$ cat src/rtl/alu_hs_seq_if.sv
// Operand-issue / result-consumer handshake bundle for alu_hs_seq.
// The slave side is the ALU; the master side is issue stage plus consumer.
interface alu_hs_seq_if #(
  parameter int WIDTH = 8
);
  logic               valid_i;
  logic               ready_o;
  logic [WIDTH-1:0]   data_a_i;
  logic [WIDTH-1:0]   data_b_i;
  logic [2:0]         inst_i;
  logic               valid_o;
  logic               ready_i;
  logic [2*WIDTH-1:0] data_o;
  logic               err_o;

  modport slave (
    input  valid_i,
    input  data_a_i,
    input  data_b_i,
    input  inst_i,
    input  ready_i,
    output ready_o,
    output valid_o,
    output data_o,
    output err_o
  );

  modport master (
    output valid_i,
    output data_a_i,
    output data_b_i,
    output inst_i,
    output ready_i,
    input  ready_o,
    input  valid_o,
    input  data_o,
    input  err_o
  );
endinterface

$ cat src/rtl/alu_hs_seq.sv
// Handshaked ALU: single-cycle ops plus an iterative restoring remainder.
// Results are registered; backpressure stalls accepts while a result waits.
module alu_hs_seq #(
  parameter int WIDTH = 8
) (
  input logic        clk_p_i,
  input logic        reset_p_i,
  alu_hs_seq_if.slave bus
);
  localparam int CNT_W = $clog2(WIDTH+1);
  localparam int RW    = 2*WIDTH;
  localparam logic [WIDTH-1:0] ZERO = '0;

  typedef enum logic {IDLE, DIV} state_t;

  state_t             state;
  logic [WIDTH-1:0]   div_a;
  logic [WIDTH-1:0]   div_b;
  logic [WIDTH-1:0]   rem;
  logic [CNT_W-1:0]   cnt;
  logic [RW-1:0]      data_q;
  logic               valid_q;
  logic               err_q;

  logic               ready;
  logic               accept;
  logic               div_start;
  logic [WIDTH-1:0]   a;
  logic [WIDTH-1:0]   b;
  logic [WIDTH-1:0]   sum;
  logic [WIDTH-1:0]   dif;
  logic [WIDTH-1:0]   absa;
  logic [WIDTH:0]     avg_sum;
  logic [RW-1:0]      alu_res;
  logic [WIDTH:0]     rem_sh;
  logic [WIDTH:0]     rem_sub;
  logic [WIDTH-1:0]   rem_nx;

  assign a = bus.data_a_i;
  assign b = bus.data_b_i;

  assign ready  = (state == IDLE) &&
                  (!valid_q || bus.ready_i);
  assign accept = bus.valid_i && ready;
  assign div_start = (bus.inst_i == 3'b111) &&
                     (a != ZERO);

  assign bus.ready_o = ready;
  assign bus.valid_o = valid_q;
  assign bus.data_o  = data_q;
  assign bus.err_o   = err_q;

  always_comb begin
    sum     = b + a;
    dif     = b - a;
    avg_sum = {1'b0, a} + {1'b0, b};
    absa    = a[WIDTH-1] ? (ZERO - a) : a;
    case (bus.inst_i)
      3'b001:  alu_res = {{WIDTH{dif[WIDTH-1]}}, dif};
      3'b010:  alu_res = {ZERO, a} * {ZERO, b};
      3'b011:  alu_res = {ZERO, a & b};
      3'b100:  alu_res = {ZERO, a ^ b};
      3'b101:  alu_res = {ZERO, absa};
      3'b110:  alu_res = {ZERO, avg_sum[WIDTH:1]};
      // only reached with a==0: divide-by-zero returns b
      3'b111:  alu_res = {ZERO, b};
      default: alu_res = {{WIDTH{sum[WIDTH-1]}}, sum};
    endcase
  end

  // rem < div_a always, so the subtracted value fits WIDTH bits
  always_comb begin
    rem_sh  = {rem, div_b[WIDTH-1]};
    rem_sub = rem_sh - {1'b0, div_a};
    if (rem_sh >= {1'b0, div_a}) begin
      rem_nx = rem_sub[WIDTH-1:0];
    end else begin
      rem_nx = rem_sh[WIDTH-1:0];
    end
  end

  always_ff @(posedge clk_p_i or posedge reset_p_i) begin
    if (reset_p_i) begin
      state   <= IDLE;
      div_a   <= '0;
      div_b   <= '0;
      rem     <= '0;
      cnt     <= '0;
      data_q  <= '0;
      valid_q <= 1'b0;
      err_q   <= 1'b0;
    end else begin
      if (valid_q && bus.ready_i) begin
        valid_q <= 1'b0;
      end
      unique case (state)
        IDLE: begin
          if (accept && div_start) begin
            state <= DIV;
            div_a <= a;
            div_b <= b;
            rem   <= '0;
            cnt   <= CNT_W'(WIDTH);
          end else if (accept) begin
            data_q  <= alu_res;
            err_q   <= (bus.inst_i == 3'b111);
            valid_q <= 1'b1;
          end
        end
        DIV: begin
          rem   <= rem_nx;
          div_b <= div_b << 1;
          cnt   <= cnt - CNT_W'(1);
          if (cnt == CNT_W'(1)) begin
            data_q  <= {ZERO, rem_nx};
            err_q   <= 1'b0;
            valid_q <= 1'b1;
            state   <= IDLE;
          end
        end
        default: state <= IDLE;
      endcase
    end
  end
endmodule

$ cat src/flat_wrapper.sv
// flat-port wrapper written by rule: the top's interface ports become plain ports
module alu_hs_seq_flat 
#(
  parameter int WIDTH = 8
)
  (clk_p_i, reset_p_i, bus_valid_i, bus_data_a_i, bus_data_b_i, bus_inst_i, bus_ready_i, bus_ready_o, bus_valid_o, bus_data_o, bus_err_o);
  alu_hs_seq_if #(.WIDTH(WIDTH)) bus_i ();
  input logic clk_p_i;
  input logic reset_p_i;
  input wire logic [$bits(bus_i.valid_i)-1:0] bus_valid_i;
  input wire logic [$bits(bus_i.data_a_i)-1:0] bus_data_a_i;
  input wire logic [$bits(bus_i.data_b_i)-1:0] bus_data_b_i;
  input wire logic [$bits(bus_i.inst_i)-1:0] bus_inst_i;
  input wire logic [$bits(bus_i.ready_i)-1:0] bus_ready_i;
  output wire logic [$bits(bus_i.ready_o)-1:0] bus_ready_o;
  output wire logic [$bits(bus_i.valid_o)-1:0] bus_valid_o;
  output wire logic [$bits(bus_i.data_o)-1:0] bus_data_o;
  output wire logic [$bits(bus_i.err_o)-1:0] bus_err_o;
  assign bus_i.valid_i = bus_valid_i;
  assign bus_i.data_a_i = bus_data_a_i;
  assign bus_i.data_b_i = bus_data_b_i;
  assign bus_i.inst_i = bus_inst_i;
  assign bus_i.ready_i = bus_ready_i;
  assign bus_ready_o = bus_i.ready_o;
  assign bus_valid_o = bus_i.valid_o;
  assign bus_data_o = bus_i.data_o;
  assign bus_err_o = bus_i.err_o;
  alu_hs_seq #(.WIDTH(WIDTH)) u_core (.clk_p_i(clk_p_i), .reset_p_i(reset_p_i), .bus(bus_i));
endmodule
$ cat config.mk
export PLATFORM = sky130hd
export DESIGN_NAME = alu_hs_seq_flat
export DESIGN_NICKNAME = d
export VERILOG_FILES = /design/src/rtl/alu_hs_seq_if.sv /design/src/rtl/alu_hs_seq.sv /design/src/flat_wrapper.sv
export SDC_FILE = /design/constraint.sdc
export NUM_CORES = 1
export LEC_CHECK = 0
export BUFFER_PORTS_ARGS = -buffer_cell sky130_fd_sc_hd__buf_2
export CAP_MARGIN = 15
export CORE_MARGIN = 5
export CORE_UTILIZATION = 30
export CTS_BUF_LIST = sky130_fd_sc_hd__clkbuf_8
export DETAILED_ROUTE_END_ITERATION = 8
export PLACE_DENSITY = 0.5
export SYNTH_ARGS = -nofsm -noshare
export SYNTH_HDL_FRONTEND = slang
export SYNTH_SLANG_ARGS = --single-unit
$ cat constraint.sdc
create_clock -name clk_p_i -period 6.6 [get_ports clk_p_i]
set_input_delay 0.66 -clock clk_p_i [delete_from_list [all_inputs] [get_ports clk_p_i]]
set_output_delay 0.66 -clock clk_p_i [all_outputs]
set_load 0.01 [all_outputs]
* Yosys cells after proc, flatten, opt, wreduce, memory -nomap -nowiden *
Cells that the tools add are included.
W data, S select, Z words.

cells by class
  add/subtract/negate cells = 6
  $mul = 1
  $lt $le $gt $ge = 1
  equality and inequality tests = 12
  muxes and demuxes = 25
  bitwise logic cells = 3
  reductions and logical operators = 10

operators with widths
  operator               number
  $pmux W16 S7           1
  $mux W16               3
  $mux W8                4
  $pmux W16 S2           1
  $pmux W8 S2            2
  $mul A8 B8 Y16         1
  $sub A8 B8 Y8          2
  $eq A3 B3 Y1 const B   4
  $add A8 B8 Y9          1
  $ge A9 B8 Y1           1
  $mux W1                9
  $add A8 B8 Y8          1
  $and A8 B8 Y8          1
  $pmux W4 S2            1
  $reduce_bool A8 Y1     1
  $sub A1 B8 Y8 const A  1
  $xor A8 B8 Y8          1
  $eq A3 B2 Y1 const B   2
  $ne A2 B2 Y1 const B   3
  $pmux W1 S2            3
  $logic_and A1 B1 Y1    5
  $eq A4 B1 Y1 const B   1
  $mux W4                1
  $sub A4 B1 Y4 const B  1
  7 further kinds        7

word-level totals
  flip-flop bits (word level) = 47
  input bits = 23
  output and inout port bits = 19
  word-level logic and storage cells = 66

* Logic depth before layout (Yosys ltp) *
Gate-level depths: netlist of the first run.

  depth in word-level cells = 7
  mapped depth = 17
  mapped depth without buffers = 16

* Worst setup path before layout of the first run *
Ideal clock, no wire load.

  kind = input to register
  start point = in bus_data_a_i[0]
  end point = reg u_core.data_q[15], in the netlist u_core.bus.data_o[15]
  data arrival time = 4.887 ns
  data required time = 6.522 ns
  setup slack = 1.634 ns
  stages on the path = 16
  buffers on the path = 1
  cell sequence = clkbuf_1 > nand2_1 > fa_1 > fa_1 > inv_1 > fa_1 > inv_1 > fa_1 > inv_1 > ha_1 > and3_1 > a2111oi_2 > a2111oi_0 > o41ai_1 > a221oi_1 > o21ai_1

on the way
  longest elaborated chain between the ends = 5

ends and longest elaborated chain
  element                                              RTL line                             source
  start: declaration                                   flat_wrapper.sv:11                   input wire logic [$bits(bus_i.data_a_i)-1:0] bus_data_a_i;
  $mul A8 B8 Y16 (tied with other cells)               alu_hs_seq.sv:60                     3'b010: alu_res = {ZERO, a} * {ZERO, b};
  $pmux W16 S7 or $logic_and A1 B1 Y1 (tied branches)  alu_hs_seq.sv:58, alu_hs_seq.sv:45
  $mux W16 or $logic_and A1 B1 Y1 (tied branches)      alu_hs_seq.sv:104, alu_hs_seq.sv:98
  $mux W16 or $ne A2 B2 Y1 (tied branches)             --
  $pmux W16 S2 or $reduce_and A3 Y1 (tied branches)    --
  end signal: assignment                               alu_hs_seq.sv:105                    data_q <= alu_res;
  end signal: assignment                               alu_hs_seq.sv:115                    data_q <= {ZERO, rem_nx};
  end: declaration                                     alu_hs_seq.sv:21                     logic [RW-1:0] data_q;

Several ways; a longest one is shown, not always the timed one. The select of a mux whose other input is x is not followed.
A chain may end at the register's enable or synchronous reset.

* Final worst setup path of the first run *
  start point = in bus_data_a_i[4]
  end point = reg u_core.data_q[15], in the netlist u_core.bus.data_o[15]

Same word-level chain as after synthesis.

==> impl_metrics.tcl, run 1 <==
set metrics [dict create \
    fin_worst_hold_slack_ns 0.302 \
    clockRootBuffer "sky130_fd_sc_hd__clkbuf_8" \
    antenna_cells_inserted 0 \
    leakage_power_summed_over_all_cells_uw 0.00304 \
    clk_transition_reported_paths_ns 0.09 \
    htree_levels 2 \
    max_freq_ghz 0.197 \
    ys_dominant_reg_cell "sky130_fd_sc_hd__dfrtp_1" \
    floorplan.initialDensity_pct 30.6 \
    die_area_um2 22900 \
    final_antenna_net_count 0 \
    routed_wirelength_um 17100 \
    rsz0062_at_grt "false" \
    drt_pre_antenna_iters 5 \
    register_bit_count_reported_by_yosys 47 \
    layout.nets 850 \
    totalNegativeSetupSlack_ns 0 \
    cts_max_path_buffers 2 \
    slew_at_the_pin_closest_to_its_max_slew_limit_ns 1.03 \
    num_vias 5081 \
    slew_headroom_pct 31.2 \
    hp-class "in2async" \
    timing_worst_setup_path_type "in2reg" \
    synth-edff-count 0 \
    design.portCount 42 \
    synth_nets 830 \
    pin_count_of_the_biggest_net_entering_global_routing 48 \
    grt_overflow_total 0 \
    yosysSeqAreaShare_pct 19.7 \
    fin_crit_ns 5.07 \
    synthCells 706 \
    fraction_of_final_layout_cells_sized_beyond_drive_strength_1_pct 9.77 \
    worstPathMaxFanout 11 \
    post_synthesis_mean_instance_area_um2 8.47 \
    yosys_warnings 0 \
    post_cts_buffers 0 \
    critPathArrivalTime_ns 5.31 \
    detailedPlacementHpwl_um 13500 \
    cts_hold_buffers 0 \
    avgViaCountPerCell 5.12 \
    first_global_vias 5047 \
    grt_antenna_before_repair 0 \
    tritoncts_num_sinks 47 \
    period_share_pct 76.9 \
    critical_path.startpoint_type "input port" \
    finalMaxSlewViolations 0 \
    cts-resized-gates 0 \
    detail_route.iter0.violations 198 \
    cp.required_ns 6.84 \
    cp-end-kind "register" \
    post-route-util_pct 33.6 \
    grt_pass1_wl_um 27900 \
    io_buffer_count 41 \
    power_per_cell_area_nw_per_um2 336 \
    die_height_um 151 \
    fin_worst_skew_ns 0.0125 \
    post_drt_wl_per_cell_um 17.2 \
    core_area_um2 19500 \
    fp-row-count 51 \
    final-setup-viol-count 0 \
    tritoncts.num_buffers 5 \
    status "completed" \
    yosysUniqueCellTypes 75 \
    power.ir.vdd_worst_uv 105 \
    synth-async-reset-ratio_pct 100 \
    cap_violations 0 \
    insertion_delay_ns 0.31 \
    tritoncts_clock_tree "built" \
    flow.area_growth_from_synthesis_pct 9.56 \
    die_width_um 151 \
    overall_global_routing_usage_pct 15.5 \
    gpl.final_weighted_congestion 0.795 \
    drc_markers 0 \
    netlist_area_um2 5980 \
    hold_violations 0 \
]
## registers in the layout (all words and copies together), names as in the netlist
name                flops
u_core.div_b            8
u_core.rem              8
u_core.bus.valid_o      1
u_core.bus.data_o      16
u_core.div_a            8
u_core.cnt              4
u_core.state            1
u_core.bus.err_o        1
## final timing paths
kind | startpoint | endpoint | slack (ns) | cells past startpoint
min reg2reg | u_core.bus.data_o[10] | u_core.bus.data_o[10] | 0.48 | 2
max reg2reg | u_core.rem[1] | u_core.bus.data_o[3] | 3.90 | 7
min in group clk_p_i | u_core.bus.data_o[10] | u_core.bus.data_o[10] | 0.48 | 2
min | reset_p_i | u_core.bus.data_o[10] | 0.30 | 2
max | bus_data_a_i[4] | u_core.bus.data_o[15] | 1.53 | 15
max in group asynchronous | reset_p_i | u_core.div_a[6] | 5.81 | 3
## where the power goes
part	switching [µW]	total, µW	internal (µW)
Clock	110	225	115
Combinational	876	1490	610
Sequential	75.1	490	415
Total	1060	2200	1140
## through the flow
step	setup slack (ns)	cell area [µm²]	cells	total power [µW]
2_1_floorplan	1.63	5980	706	1610
3_3_place_gp	1.32	6400	982	1990
3_5_place_dp	1.21	6400	982	2000
4_1_cts	1.53	6520	990	2240
5_1_grt	1.23	6560	992	2440
6_report	1.53	6560	992	2200
## cell usage after synthesis (all sizes together) (4+ instances only)
library cell	count	area share, %
ha	62	13
buf	6	0.56
fa	39	13
o311ai	4	0.71
o221ai	4	0.59
a21o	9	1.1
o21a	6	0.77
nand2	60	3.8
dfrtp	47	20
and3	6	0.63
nor3b	4	0.50
xnor2	16	2.3
xor2	7	1.0
a22o	4	0.59
or3	9	0.94
a31oi	5	0.52
o21ai	60	5.1
nand2b	8	0.84
nor2	44	2.8
nor2b	10	1.0
clkbuf	26	1.6
mux2i	15	2.5
nor3	11	0.92
o211ai	10	1.3
a211oi	11	1.4
a21oi	29	2.4
a221oi	4	0.69
inv	77	4.8
nand3	10	0.84
and2	42	4.4
o22ai	5	0.52
## final cells by class
| class | instances | area [µm²] |
|---|---|---|
| Clock buffer | 5 | 68.8 |
| Multi-Input combinational cell | 549 | 4380 |
| Tap cell | 265 | 332 |
| Sequential cell | 47 | 1180 |
| Inverter | 78 | 293 |
| Fill cell | 2127 | 13000 |
| Clock inverter | 3 | 47.5 |
| Timing Repair Buffer | 45 | 255 |
## metal layers
layer | routed length, µm | up-vias | global-route usage, % | share of wire, %
met5 | 0 | - | 0 | 0
met4 | 140 | 0 | 2.63 | 0.82
met3 | 527 | 8 | 1.17 | 3.1
met2 | 8240 | 92 | 25.7 | 48
met1 | 8160 | 2477 | 22.4 | 48
li1 | - | 2504 | - | -
## worst max-delay path: stages
cell and delay [ns]:
sky130_fd_sc_hd__buf_2 0.23, sky130_fd_sc_hd__ha_1 0.41, sky130_fd_sc_hd__fa_1 0.47, sky130_fd_sc_hd__fa_1 0.47, sky130_fd_sc_hd__fa_1 0.54, sky130_fd_sc_hd__inv_1 0.05, sky130_fd_sc_hd__fa_1 0.53, sky130_fd_sc_hd__inv_1 0.04
sky130_fd_sc_hd__ha_1 0.37, sky130_fd_sc_hd__and3_1 0.19, sky130_fd_sc_hd__a2111oi_2 0.49, sky130_fd_sc_hd__a2111oi_0 0.24, sky130_fd_sc_hd__o41ai_1 0.32, sky130_fd_sc_hd__a221oi_1 0.13, sky130_fd_sc_hd__o21ai_1 0.17
## cells by family after synthesis
kind of cell	Yosys count	synth area share, %
and+or+nand+nor	216	18.5
buffers and inverters	110	7.09
AOI/OAI and AO/OA	190	21.9
DFF	47	19.7
adders and majority gates	101	26.0
muxes	19	3.45
xor gates and xnor gates	23	3.37
## layout by cell type, fill, tap and decap left out, types with 4 or more instances in the layout
cell type and n:
sky130_fd_sc_hd__inv_1 76, sky130_fd_sc_hd__ha_1 62, sky130_fd_sc_hd__nand2_1 60, sky130_fd_sc_hd__o21ai_0 48, sky130_fd_sc_hd__dfrtp_1 47, sky130_fd_sc_hd__nor2_1 44
sky130_fd_sc_hd__and2_1 41, sky130_fd_sc_hd__buf_2 41, sky130_fd_sc_hd__fa_1 39, sky130_fd_sc_hd__a21oi_1 29, sky130_fd_sc_hd__xnor2_1 16, sky130_fd_sc_hd__mux2i_1 15
sky130_fd_sc_hd__a211oi_1 11, sky130_fd_sc_hd__nor3_1 11, sky130_fd_sc_hd__nor2b_1 10, sky130_fd_sc_hd__nand3_1 10, sky130_fd_sc_hd__o211ai_1 10, sky130_fd_sc_hd__o21ai_1 10
sky130_fd_sc_hd__a21o_1 9, sky130_fd_sc_hd__or3_1 9, sky130_fd_sc_hd__nand2b_1 8, sky130_fd_sc_hd__xor2_1 7, sky130_fd_sc_hd__and3_1 6, sky130_fd_sc_hd__o21a_1 5
sky130_fd_sc_hd__o22ai_1 5, sky130_fd_sc_hd__a31oi_1 5, sky130_fd_sc_hd__clkbuf_8 5, sky130_fd_sc_hd__o221ai_1 4, sky130_fd_sc_hd__a22o_1 4, sky130_fd_sc_hd__nor3b_1 4
(Power assumes the default switching activity.)
==> run 2, diff against run 1 <==
- ABC_AREA: default -> 1
- PLACE_DENSITY: 0.5 -> 0.52
- clock period: 6.6 -> 4.1 ns (I/O delays scaled with it)
==> run 2 against run 1 <==
Effect of this change:
- sequential share of layout area down 1.4 points
- sequential power up 68%
- first-iteration DRC count up 31%
- global-route usage down 0.39 points
- die area up 2.0%
- combinational power up 77%
- flip-flop and latch count unchanged
- setup slack worse by 1.3 ns
- design area up 8.2%
- utilization up 1.6 points
- clock skew up 0.0011 ns
- critical path depth up 7
- critical path type unchanged
==> impl_metrics.tcl, run 2 <==
set metrics [dict create \
    insertion_delay_ns 0.31 \
    post_drt_wl_per_cell_um 13.7 \
    rsz0062_at_grt "true" \
    num_vias 5707 \
    htree_levels 2 \
    post-route-util_pct 35.2 \
    tritoncts.num_buffers 5 \
    synth_nets 1045 \
    routed_wirelength_um 17200 \
    totalNegativeSetupSlack_ns 0 \
    synth.most_common_cell "sky130_fd_sc_hd__nand2_1" \
    die_width_um 153 \
    ff_latch_area_um2 1180 \
    ys_dominant_reg_cell "sky130_fd_sc_hd__dfrtp_1" \
    largest_register_ff_count 16 \
    drt_pre_antenna_iters 5 \
    startpoint_of_the_most_critical_register_to_register_path "u_core.state" \
    fraction_of_final_layout_cells_sized_beyond_drive_strength_1_pct 13.3 \
    die_height_um 153 \
    critPathArrivalTime_ns 4.12 \
    leakage_power_summed_over_all_cells_uw 0.00413 \
    synth-edff-count 0 \
    worstPathMaxFanout 6 \
    yosys.area_share.adder_pct 25.5 \
    cap_violations 0 \
    fp-row-count 52 \
    gpl.final_weighted_congestion 0.852 \
    flow.area_growth_from_synthesis_pct 16.0 \
    layout.nets 1109 \
    timing_worst_setup_path_type "in2reg" \
    detailedPlacementHpwl_um 14300 \
    cts_max_path_buffers 2 \
    yosysUniqueCellTypes 44 \
    grt_pass1_wl_um 29400 \
    pin_count_of_the_biggest_net_entering_global_routing 48 \
    design_area_um2 7090 \
    fin_worst_hold_slack_ns 0.0228 \
    core_area_um2 20200 \
    design.portCount 42 \
    register_bit_count_reported_by_yosys 47 \
    power.ir.vdd_worst_uv 200 \
    clockRootBuffer "sky130_fd_sc_hd__clkbuf_8" \
    floorplan.initialDensity_pct 30.3 \
    cp-end-kind "register" \
    post_cts_buffers 0 \
    ys_top_cells_by_area "sky130_fd_sc_hd__dfrtp_1, sky130_fd_sc_hd__nand2_1, sky130_fd_sc_hd__fa_1" \
    filler_cell_count 2244 \
    avgViaCountPerCell 4.54 \
    period_share_pct 95.6 \
    synth_top_family_by_area "simple AND/OR/NAND/NOR gates" \
    io_buffer_count 41 \
    hp-class "in2async" \
    cts_hold_buffers 0 \
    fin_worst_skew_ns 0.0136 \
    slew_at_the_pin_closest_to_its_max_slew_limit_ns 0.729 \
    post_synthesis_mean_instance_area_um2 6.64 \
    synth-simple-area-share_pct 31.0 \
    yosys_warnings 0 \
    antenna_cells_inserted 0 \
    globalRoute.busiestLayer "met2" \
    critical_path_start "bus_data_b_i[4]" \
    synth_compound_gate_area_share_pct 8.82 \
    layout.cells.most_common "sky130_fd_sc_hd__nand2_1" \
    yosys-top-cells-count "sky130_fd_sc_hd__nand2_1, sky130_fd_sc_hd__inv_1, sky130_fd_sc_hd__nand3_1" \
    synth-async-reset-ratio_pct 100 \
    overall_global_routing_usage_pct 15.1 \
    tritoncts_clock_tree "built" \
    tritoncts_num_sinks 47 \
    power_per_cell_area_nw_per_um2 532 \
    grt_overflow_total 0 \
    met1_usage_pct 20.1 \
    synthCells 921 \
    clk_transition_reported_paths_ns 0.10 \
    synth.largest_area_cell "sky130_fd_sc_hd__dfrtp_1" \
    postPlaceCellArea_um2 6860 \
    xor_xnor_cell_area_share_of_the_yosys_netlist_pct 1.15 \
    first_global_vias 5794 \
    die_area_um2 23300 \
    drc_markers 0 \
    hold_violations 0 \
    fin_crit_ns 3.92 \
    critical_path.startpoint_type "input port" \
    synth_top_area_share_pct 19.2 \
    cp.required_ns 4.30 \
    final-setup-viol-count 0 \
    grtUsageMet3_pct 2.39 \
    grt_use_met2_pct 25.8 \
    yosysSeqAreaShare_pct 19.2 \
    slew_headroom_pct 51.4 \
    max_freq_ghz 0.255 \
    final_antenna_net_count 0 \
    layout_common_cells "sky130_fd_sc_hd__nand2_1, sky130_fd_sc_hd__inv_1, sky130_fd_sc_hd__nand3_1, sky130_fd_sc_hd__ha_1, sky130_fd_sc_hd__nor2_1" \
    detail_route.iter0.violations 260 \
    total_power_uw 3770 \
    netlist_area_um2 6110 \
    finalMaxSlewViolations 0 \
    multi_input_area_um2 4160 \
    synthMuxAreaShare_pct 0 \
    grt_antenna_before_repair 0 \
    status "completed" \
]
## run 2: cell count changes after synthesis, moves of 10 or more
cell                       change
sky130_fd_sc_hd__mux2i_1      -15
sky130_fd_sc_hd__inv_1       +104
sky130_fd_sc_hd__xnor2_1      -14
sky130_fd_sc_hd__nand3_1      +67
sky130_fd_sc_hd__and2_1       -41
sky130_fd_sc_hd__nor2b_1      -10
sky130_fd_sc_hd__nand2_1     +223
sky130_fd_sc_hd__a211oi_1     -11
## run 2: logic make-up (layout without fill, tap and decap cells)
family,count (synthesis),count (layout)
buffers and inverters,221,286
AND/OR/NAND/NOR,446,446
AO/OA/AOI/OAI,98,98
adder cells (fa/ha/maj),101,101
flip-flops,47,47
XOR/XNOR,8,8
## run 2: worst max-delay path, cell delays in order
cell and delay (ns):
sky130_fd_sc_hd__clkbuf_4 0.16, sky130_fd_sc_hd__buf_4 0.16, sky130_fd_sc_hd__nand2_1 0.06, sky130_fd_sc_hd__inv_1 0.05, sky130_fd_sc_hd__fa_1 0.42, sky130_fd_sc_hd__fa_1 0.50
sky130_fd_sc_hd__ha_1 0.29, sky130_fd_sc_hd__inv_1 0.05, sky130_fd_sc_hd__fa_1 0.53, sky130_fd_sc_hd__inv_1 0.07, sky130_fd_sc_hd__ha_4 0.28, sky130_fd_sc_hd__buf_4 0.11
sky130_fd_sc_hd__nand3_1 0.06, sky130_fd_sc_hd__nand2_1 0.15, sky130_fd_sc_hd__nand2_1 0.07, sky130_fd_sc_hd__nand2_1 0.06, sky130_fd_sc_hd__o21ai_0 0.08, sky130_fd_sc_hd__buf_4 0.16
sky130_fd_sc_hd__nor2_1 0.19, sky130_fd_sc_hd__nand3_1 0.11, sky130_fd_sc_hd__nand2_1 0.07, sky130_fd_sc_hd__nand3_1 0.07
## run 2: per-stage QoR
stage,cells,worst slack (ns)
floorplan,921,0.0156
global placement,1247,-0.195
detailed placement,1247,-0.233
CTS,1255,0.0670
global route,1256,-0.0131
finish,1256,0.179
## run 2: final timing paths
| kind | end | cells after the start | slack, ns |
|---|---|---|---|
| setup / recovery | u_core.bus.data_o[6] | 22 | 0.18 |
| setup reg to reg | u_core.bus.data_o[7] | 7 | 1.70 |
| max in group asynchronous | u_core.bus.data_o[10] | 3 | 3.58 |
| min in group clk_p_i | u_core.bus.valid_o | 3 | 0.35 |
| hold / removal | u_core.rem[2] | 2 | 0.02 |
| hold reg to reg | u_core.bus.data_o[14] | 2 | 0.48 |
## run 2: final cells by class
class	instances	area share (%)
flip-flops and latches	47	16.6
multi-input cells	653	58.6
clock inverters	2	0.229
clock buffers	6	1.16
well taps	270	4.76
repair buffers	91	8.64
inverters	187	10.0
## run 2: repair_timing
action                                  CTS  global route
resized for setup                         0            25
endpoints found under the setup margin    0            10
hold endpoints to repair                  0             0
## run 2: per-layer routing
metal	share of wire [%]	up-vias
li1	-	2968
met1	47	2641
met2	48	72
met3	2.5	26
met4	2.4	0
met5	0	-
## run 2: where the power goes
part | switching, µW | leakage, µW | internal [µW]
sequential | 141 | 0.000587 | 684
combinational | 1590 | 0.00349 | 1050
clock | 167 | 0.0000474 | 138
